===== config.mk =====
export PLATFORM = sky130hd
export DESIGN_NAME = regfile_wb_arbiter
export DESIGN_NICKNAME = d
export VERILOG_FILES = /design/src/rtl/regfile_wb_arbiter.sv
export SDC_FILE = /design/constraint.sdc
export NUM_CORES = 1
export LEC_CHECK = 0
export CAP_MARGIN = 20
export CORE_MARGIN = 1
export CORE_UTILIZATION = 45
export DETAILED_ROUTE_END_ITERATION = 7
export GPL_TIMING_DRIVEN = 0
export PLACE_DENSITY = 0.86
export SYNTH_ARGS = -nofsm -noshare
export SYNTH_HDL_FRONTEND = slang
export SYNTH_SLANG_ARGS = --single-unit

===== constraint.sdc =====
create_clock -name clk -period 6.7 [get_ports clk]
set_input_delay 1.34 -clock clk [delete_from_list [all_inputs] [get_ports clk]]
set_output_delay 1.34 -clock clk [all_outputs]
set_load 0.01 [all_outputs]

===== src/rtl/regfile_wb_arbiter.sv =====
// rtl/regfile_wb_arbiter.sv - round-robin write-back arbiter and pending-write scoreboard
module regfile_wb_arbiter #(
    parameter int DATA_W     = 16,
    parameter int REG_ADDR_W = 4
) (
    input  logic                    clk,
    input  logic                    reset,
    input  logic                    alu_valid,
    input  logic [REG_ADDR_W-1:0]   alu_rd,
    input  logic [DATA_W-1:0]       alu_data,
    output logic                    alu_ready,
    input  logic                    ld_valid,
    input  logic [REG_ADDR_W-1:0]   ld_rd,
    input  logic [DATA_W-1:0]       ld_data,
    output logic                    ld_ready,
    input  logic                    mul_valid,
    input  logic [REG_ADDR_W-1:0]   mul_rd,
    input  logic [DATA_W-1:0]       mul_data,
    output logic                    mul_ready,
    input  logic                    iss_valid,
    input  logic [REG_ADDR_W-1:0]   iss_rd,
    output logic                    iss_ready,
    output logic                    Write_enable,
    output logic [REG_ADDR_W-1:0]   Write_reg,
    output logic [DATA_W-1:0]       Write_data,
    output logic [(1<<REG_ADDR_W)-1:0] busy
);

    localparam int NREG = 1 << REG_ADDR_W;

    // Source indices: 0=ALU, 1=LD, 2=MUL
    logic [1:0]            r_rr;
    logic                  r_we;
    logic [REG_ADDR_W-1:0] r_wreg;
    logic [DATA_W-1:0]     r_wdata;
    logic [NREG-1:0]       r_busy;

    logic [2:0]            w_valid;
    logic [1:0]            w_o0, w_o1, w_o2;
    logic [2:0]            w_grant;
    logic [1:0]            w_gidx;
    logic                  w_xfer;
    logic [REG_ADDR_W-1:0] w_sel_rd;
    logic [DATA_W-1:0]     w_sel_data;
    logic                  w_dispatch;
    logic [NREG-1:0]       w_busy_next;

    assign w_valid = {mul_valid, ld_valid, alu_valid};

    // Search order starting at the round-robin pointer
    always_comb begin
        w_o0 = 2'd0;
        w_o1 = 2'd1;
        w_o2 = 2'd2;
        case (r_rr)
            2'd1: begin
                w_o0 = 2'd1;
                w_o1 = 2'd2;
                w_o2 = 2'd0;
            end
            2'd2: begin
                w_o0 = 2'd2;
                w_o1 = 2'd0;
                w_o2 = 2'd1;
            end
            default: begin
                w_o0 = 2'd0;
                w_o1 = 2'd1;
                w_o2 = 2'd2;
            end
        endcase
    end

    // First valid source in search order wins; nothing is granted during reset
    always_comb begin
        w_grant = 3'b000;
        w_gidx  = 2'd0;
        if (!reset) begin
            if (w_valid[w_o0]) begin
                w_grant[w_o0] = 1'b1;
                w_gidx        = w_o0;
            end else if (w_valid[w_o1]) begin
                w_grant[w_o1] = 1'b1;
                w_gidx        = w_o1;
            end else if (w_valid[w_o2]) begin
                w_grant[w_o2] = 1'b1;
                w_gidx        = w_o2;
            end
        end
    end

    assign w_xfer    = |w_grant;
    assign alu_ready = w_grant[0];
    assign ld_ready  = w_grant[1];
    assign mul_ready = w_grant[2];

    // Mux the granted source's destination and value
    always_comb begin
        w_sel_rd   = alu_rd;
        w_sel_data = alu_data;
        case (w_gidx)
            2'd1: begin
                w_sel_rd   = ld_rd;
                w_sel_data = ld_data;
            end
            2'd2: begin
                w_sel_rd   = mul_rd;
                w_sel_data = mul_data;
            end
            default: begin
                w_sel_rd   = alu_rd;
                w_sel_data = alu_data;
            end
        endcase
    end

    // Reset forces iss_ready high even though the mask may not be cleared yet
    assign iss_ready  = reset | ~r_busy[iss_rd];
    assign w_dispatch = iss_valid & iss_ready;

    // Clear applied first so a same-register dispatch at the same edge keeps the bit set
    always_comb begin
        w_busy_next = r_busy;
        if (r_we) begin
            w_busy_next[r_wreg] = 1'b0;
        end
        if (w_dispatch) begin
            w_busy_next[iss_rd] = 1'b1;
        end
    end

    // Write-port registers and round-robin pointer
    always_ff @(posedge clk) begin
        if (reset) begin
            r_we    <= 1'b0;
            r_wreg  <= '0;
            r_wdata <= '0;
            r_rr    <= 2'd0;
        end else begin
            r_we <= w_xfer;
            if (w_xfer) begin
                r_wreg  <= w_sel_rd;
                r_wdata <= w_sel_data;
                r_rr    <= (w_gidx == 2'd2) ? 2'd0 : w_gidx + 2'd1;
            end
        end
    end

    // Pending-write mask
    always_ff @(posedge clk) begin
        if (reset) begin
            r_busy <= '0;
        end else begin
            r_busy <= w_busy_next;
        end
    end

    assign Write_enable = r_we;
    assign Write_reg    = r_wreg;
    assign Write_data   = r_wdata;
    assign busy         = r_busy;

endmodule


==> results.sh <==
export IMPL_htree_levels=2
export IMPL_cts_sinks=39
export IMPL_synth_cell_types=45
export IMPL_worst_slew_pin_slew_ns=0.559
export IMPL_crit_chain="clkdlybuf4s50_1 > and2_1 > a221oi_2 > a211oi_1 > o41ai_4 > inv_4 > clkdlybuf4s50_1"
export IMPL_diodes=0
export IMPL_cts_tree="yes"
export IMPL_rows=26
export IMPL_slew_violations=0
export IMPL_power_density_nw_per_um2=359
export IMPL_min_from="Write_data[5]"
export IMPL_crit_buf_inv=3
export IMPL_rr_endpoint="Write_data[3]"
export IMPL_hold_ws_ns=0.465
export IMPL_startpoint_type="input pin"
export IMPL_worstPathRequired_ns=5.36
export IMPL_fin_cells=478
export IMPL_io_buffers=108
export IMPL_antenna_left=0
export IMPL_drt_iter0_drc=129
export IMPL_yosys_warnings=0
export IMPL_maxSlewHeadroom_pct=62.8
export IMPL_skew_ns=0.00275
export IMPL_synth_avg_cell_area_sq_um=8.30
export IMPL_r2r_start="r_rr[1]"
export IMPL_worstSetupPathType="in -> out"
export IMPL_num_fill_cells=440
export IMPL_vias=2669
export IMPL_place_detailed_hpwl_mm=5.91
export IMPL_grt_pass1_wl_mm=11.5
export IMPL_core_sq_um=5140
export IMPL_layout_common_cells="108 x clkdlybuf4s50_1, 40 x nand2_1, 39 x dfxtp_1, 38 x a21oi_1, 25 x nor2_1"
export IMPL_power_frac_seq_pct=25.9
export IMPL_cts_buffers=5
export IMPL_ff2ff_setup_slack_ns=3.64
export IMPL_syn_to_final_growth_pct=51.9
export IMPL_outcome="completed"
export IMPL_crit_path_max_incr_delay_ns=0.53
export IMPL_fin_total_pwr_mw=1.32
export IMPL_dp_cells=470
export IMPL_grt_max_degree=14
export IMPL_first_global_vias=2613
export IMPL_drv_cap=0
export IMPL_start_util_pct=47.1
export IMPL_cts_buffer_depth=2
export IMPL_setup_viol=0
export IMPL_insertion_delay_ns=0.30
export IMPL_antenna_found_initial=0
export IMPL_timing_fmax_mhz=207
export IMPL_die_height_um=75.4
export IMPL_cp_arrival_ns=3.49
export IMPL_dieArea_sq_um=5680
export IMPL_grtUsageTotal_pct=26.9
export IMPL_ys_seq_elements=39
export IMPL_layout_commonest_cell="clkdlybuf4s50_1"
export IMPL_postCtsSetupBuffers=0
export IMPL_period_share_pct=72.1
export IMPL_tns_ns=0
export IMPL_p_clk_share_pct=12.2
export IMPL_holdPathEnd="Write_data[5]"
export IMPL_cts_resized=0
export IMPL_rsz0062_at_grt="false"
export IMPL_avgViaCountPerCell=5.58
export IMPL_hold_violations=0
export IMPL_drtPass1Iterations=4
export IMPL_switchingPower_mw=0.551
export IMPL_drc=0
export IMPL_syn_nets=369
export IMPL_endpoint_kind="output pin"
export IMPL_layout_nets=484
export IMPL_crit_slowest_cell="clkdlybuf4s50_1"
export IMPL_combPwrFrac_pct=61.9
export IMPL_r2r_cells=11
export IMPL_cpLargestDelayFamily="buffers and inverters"
export IMPL_post_drt_wl_per_cell_um=15.5
export IMPL_root_buffer="clkbuf_8"
export IMPL_path_max_fanout=7
export IMPL_routabilityCongestion=0.910
export IMPL_drive_above_1_share_pct=7.60
export IMPL_intPower_mw=0.769
export IMPL_sw_frac_of_total_pct=41.7
export IMPL_hold_class="reg -> reg"
export IMPL_syn_area_sq_um=2420
export IMPL_peakVddDrop_mv=0.261
export IMPL_hold_path_cell_count=2
export IMPL_clkTransAtPathRegs_ns=0.08
export IMPL_syn_inst=292
export IMPL_cp_common_cell="clkdlybuf4s50_1"
export IMPL_ys_seq_area_share_pct=32.2
export IMPL_grt_ovfl_total=0
export IMPL_chipWidth_um=75.4
export IMPL_wl_mm=7.42
export IMPL_leakagePower_nw=1.36
export IMPL_io_pins=111
export IMPL_cts_hold_buf=0
export IMPL_min_period_ns=4.83
[power groups by stage]
stage	Clock (mW)	Sequential, mW	Combinational [mW]
6_report	0.161	0.342	0.817
5_1_grt	0.168	0.351	0.885
4_1_cts	0.162	0.342	0.818
3_5_place_dp	0	0.347	0.813
3_3_place_gp	0	0.344	0.794
2_1_floorplan	0	0.365	0.515
[cell usage after synthesis]
cell      number  area (sq um)
a211o_1        1          8.76
a211oi_1       2          15.0
a21oi_1       38           190
a21oi_2        2          17.5
a221oi_2       1          15.0
a22oi_1       20           150
a32oi_2        1          16.3
and2_1         1          6.26
and3_1         1          6.26
and3b_1        1          8.76
buf_1          1          3.75
buf_12         1          20.0
buf_4          3          22.5
buf_8          1          15.0
clkbuf_1      13          48.8
dfxtp_1       39           781
ha_1           7          87.6
inv_1          7          26.3
inv_2          3          11.3
inv_4          1          6.26
mux2i_1       19           190
mux4_2         5           113
nand2_1       40           150
nand2b_1       6          37.5
nand3_1        2          10.0
nand3b_1       4          30.0
nand4_1        4          25.0
nor2_1        25          93.8
nor2_8         1          20.0
nor2b_1        1          6.26
nor3_1         1          5.00
nor3b_1        3          22.5
o211a_1        1          10.0
o211ai_1       1          7.51
o211ai_4       1          21.3
o21ai_0       17          85.1
o21ai_1        7          35.0
o22ai_1        1          6.26
o311a_1        1          10.0
o32a_1         2          20.0
o41ai_1        2          17.5
o41ai_4        1          27.5
or2_2          1          6.26
or3b_2         1          8.76
or4_1          1          7.51
[worst reg2reg max path: stages, from the launching register on]
cell,delay (ns)
dfxtp_1,0.32
inv_1,0.09
ha_1,0.27
buf_4,0.22
mux2i_1,0.25
nor2_1,0.09
or4_1,0.61
ha_1,0.38
clkbuf_1,0.38
nor2_1,0.10
a21oi_1,0.14
mux2i_1,0.10
[how the worst max path moves through the flow]
stage / startpoint / endpoint / slack [ns] / depth (start not counted)
floorplan: iss_rd[0] / iss_ready / 2.59 / 4
finish: mul_valid / alu_ready / 1.87 / 7
detailed placement: alu_valid / alu_ready / 1.90 / 7
global placement: mul_valid / alu_ready / 1.91 / 7
global route: mul_valid / alu_ready / 1.82 / 7
CTS: alu_valid / alu_ready / 1.90 / 7
[cells by family (layout without fill, tap and decap cells)]
kind of cell | after synthesis | count (layout) | synth area share, %
fa+ha+maj | 7 | 7 | 3.62
buf+inv | 30 | 146 | 6.35
mux | 24 | 24 | 12.5
compound gates | 99 | 99 | 27.0
simple gates | 93 | 93 | 18.3
flops | 39 | 39 | 32.2
[metrics by stage]
step	area [sq um]	util, %	setup WS, ns
6_report	3680	71.6	1.87
5_1_grt	3680	71.6	1.82
4_1_cts	3680	71.6	1.90
3_5_place_dp	3590	69.9	1.90
3_3_place_gp	3590	69.9	1.91
2_1_floorplan	2420	-	2.59
[final cells by class]
class                   instances  area [sq um]  area share, %
plain buffers                  19           110           2.99
clock buffers                   5          68.8           1.87
clock inverters                 3          20.0          0.544
inverters                      11          43.8           1.19
multi-input cells             223          1490           40.4
flip-flops and latches         39           781           21.2
well taps                      70          87.6           2.38
repair buffers                108          1080           29.4
[layer usage]
metal / GRT usage (%) / vias up / share of wire, %
li1: - / 1286 / -
met2: 49.2 / 134 / 50
met5: 0 / - / 0
met4: 13.4 / 0 / 2.2
met3: 8.20 / 16 / 9.1
met1: 27.8 / 1233 / 38
(Power assumes the default switching activity.)
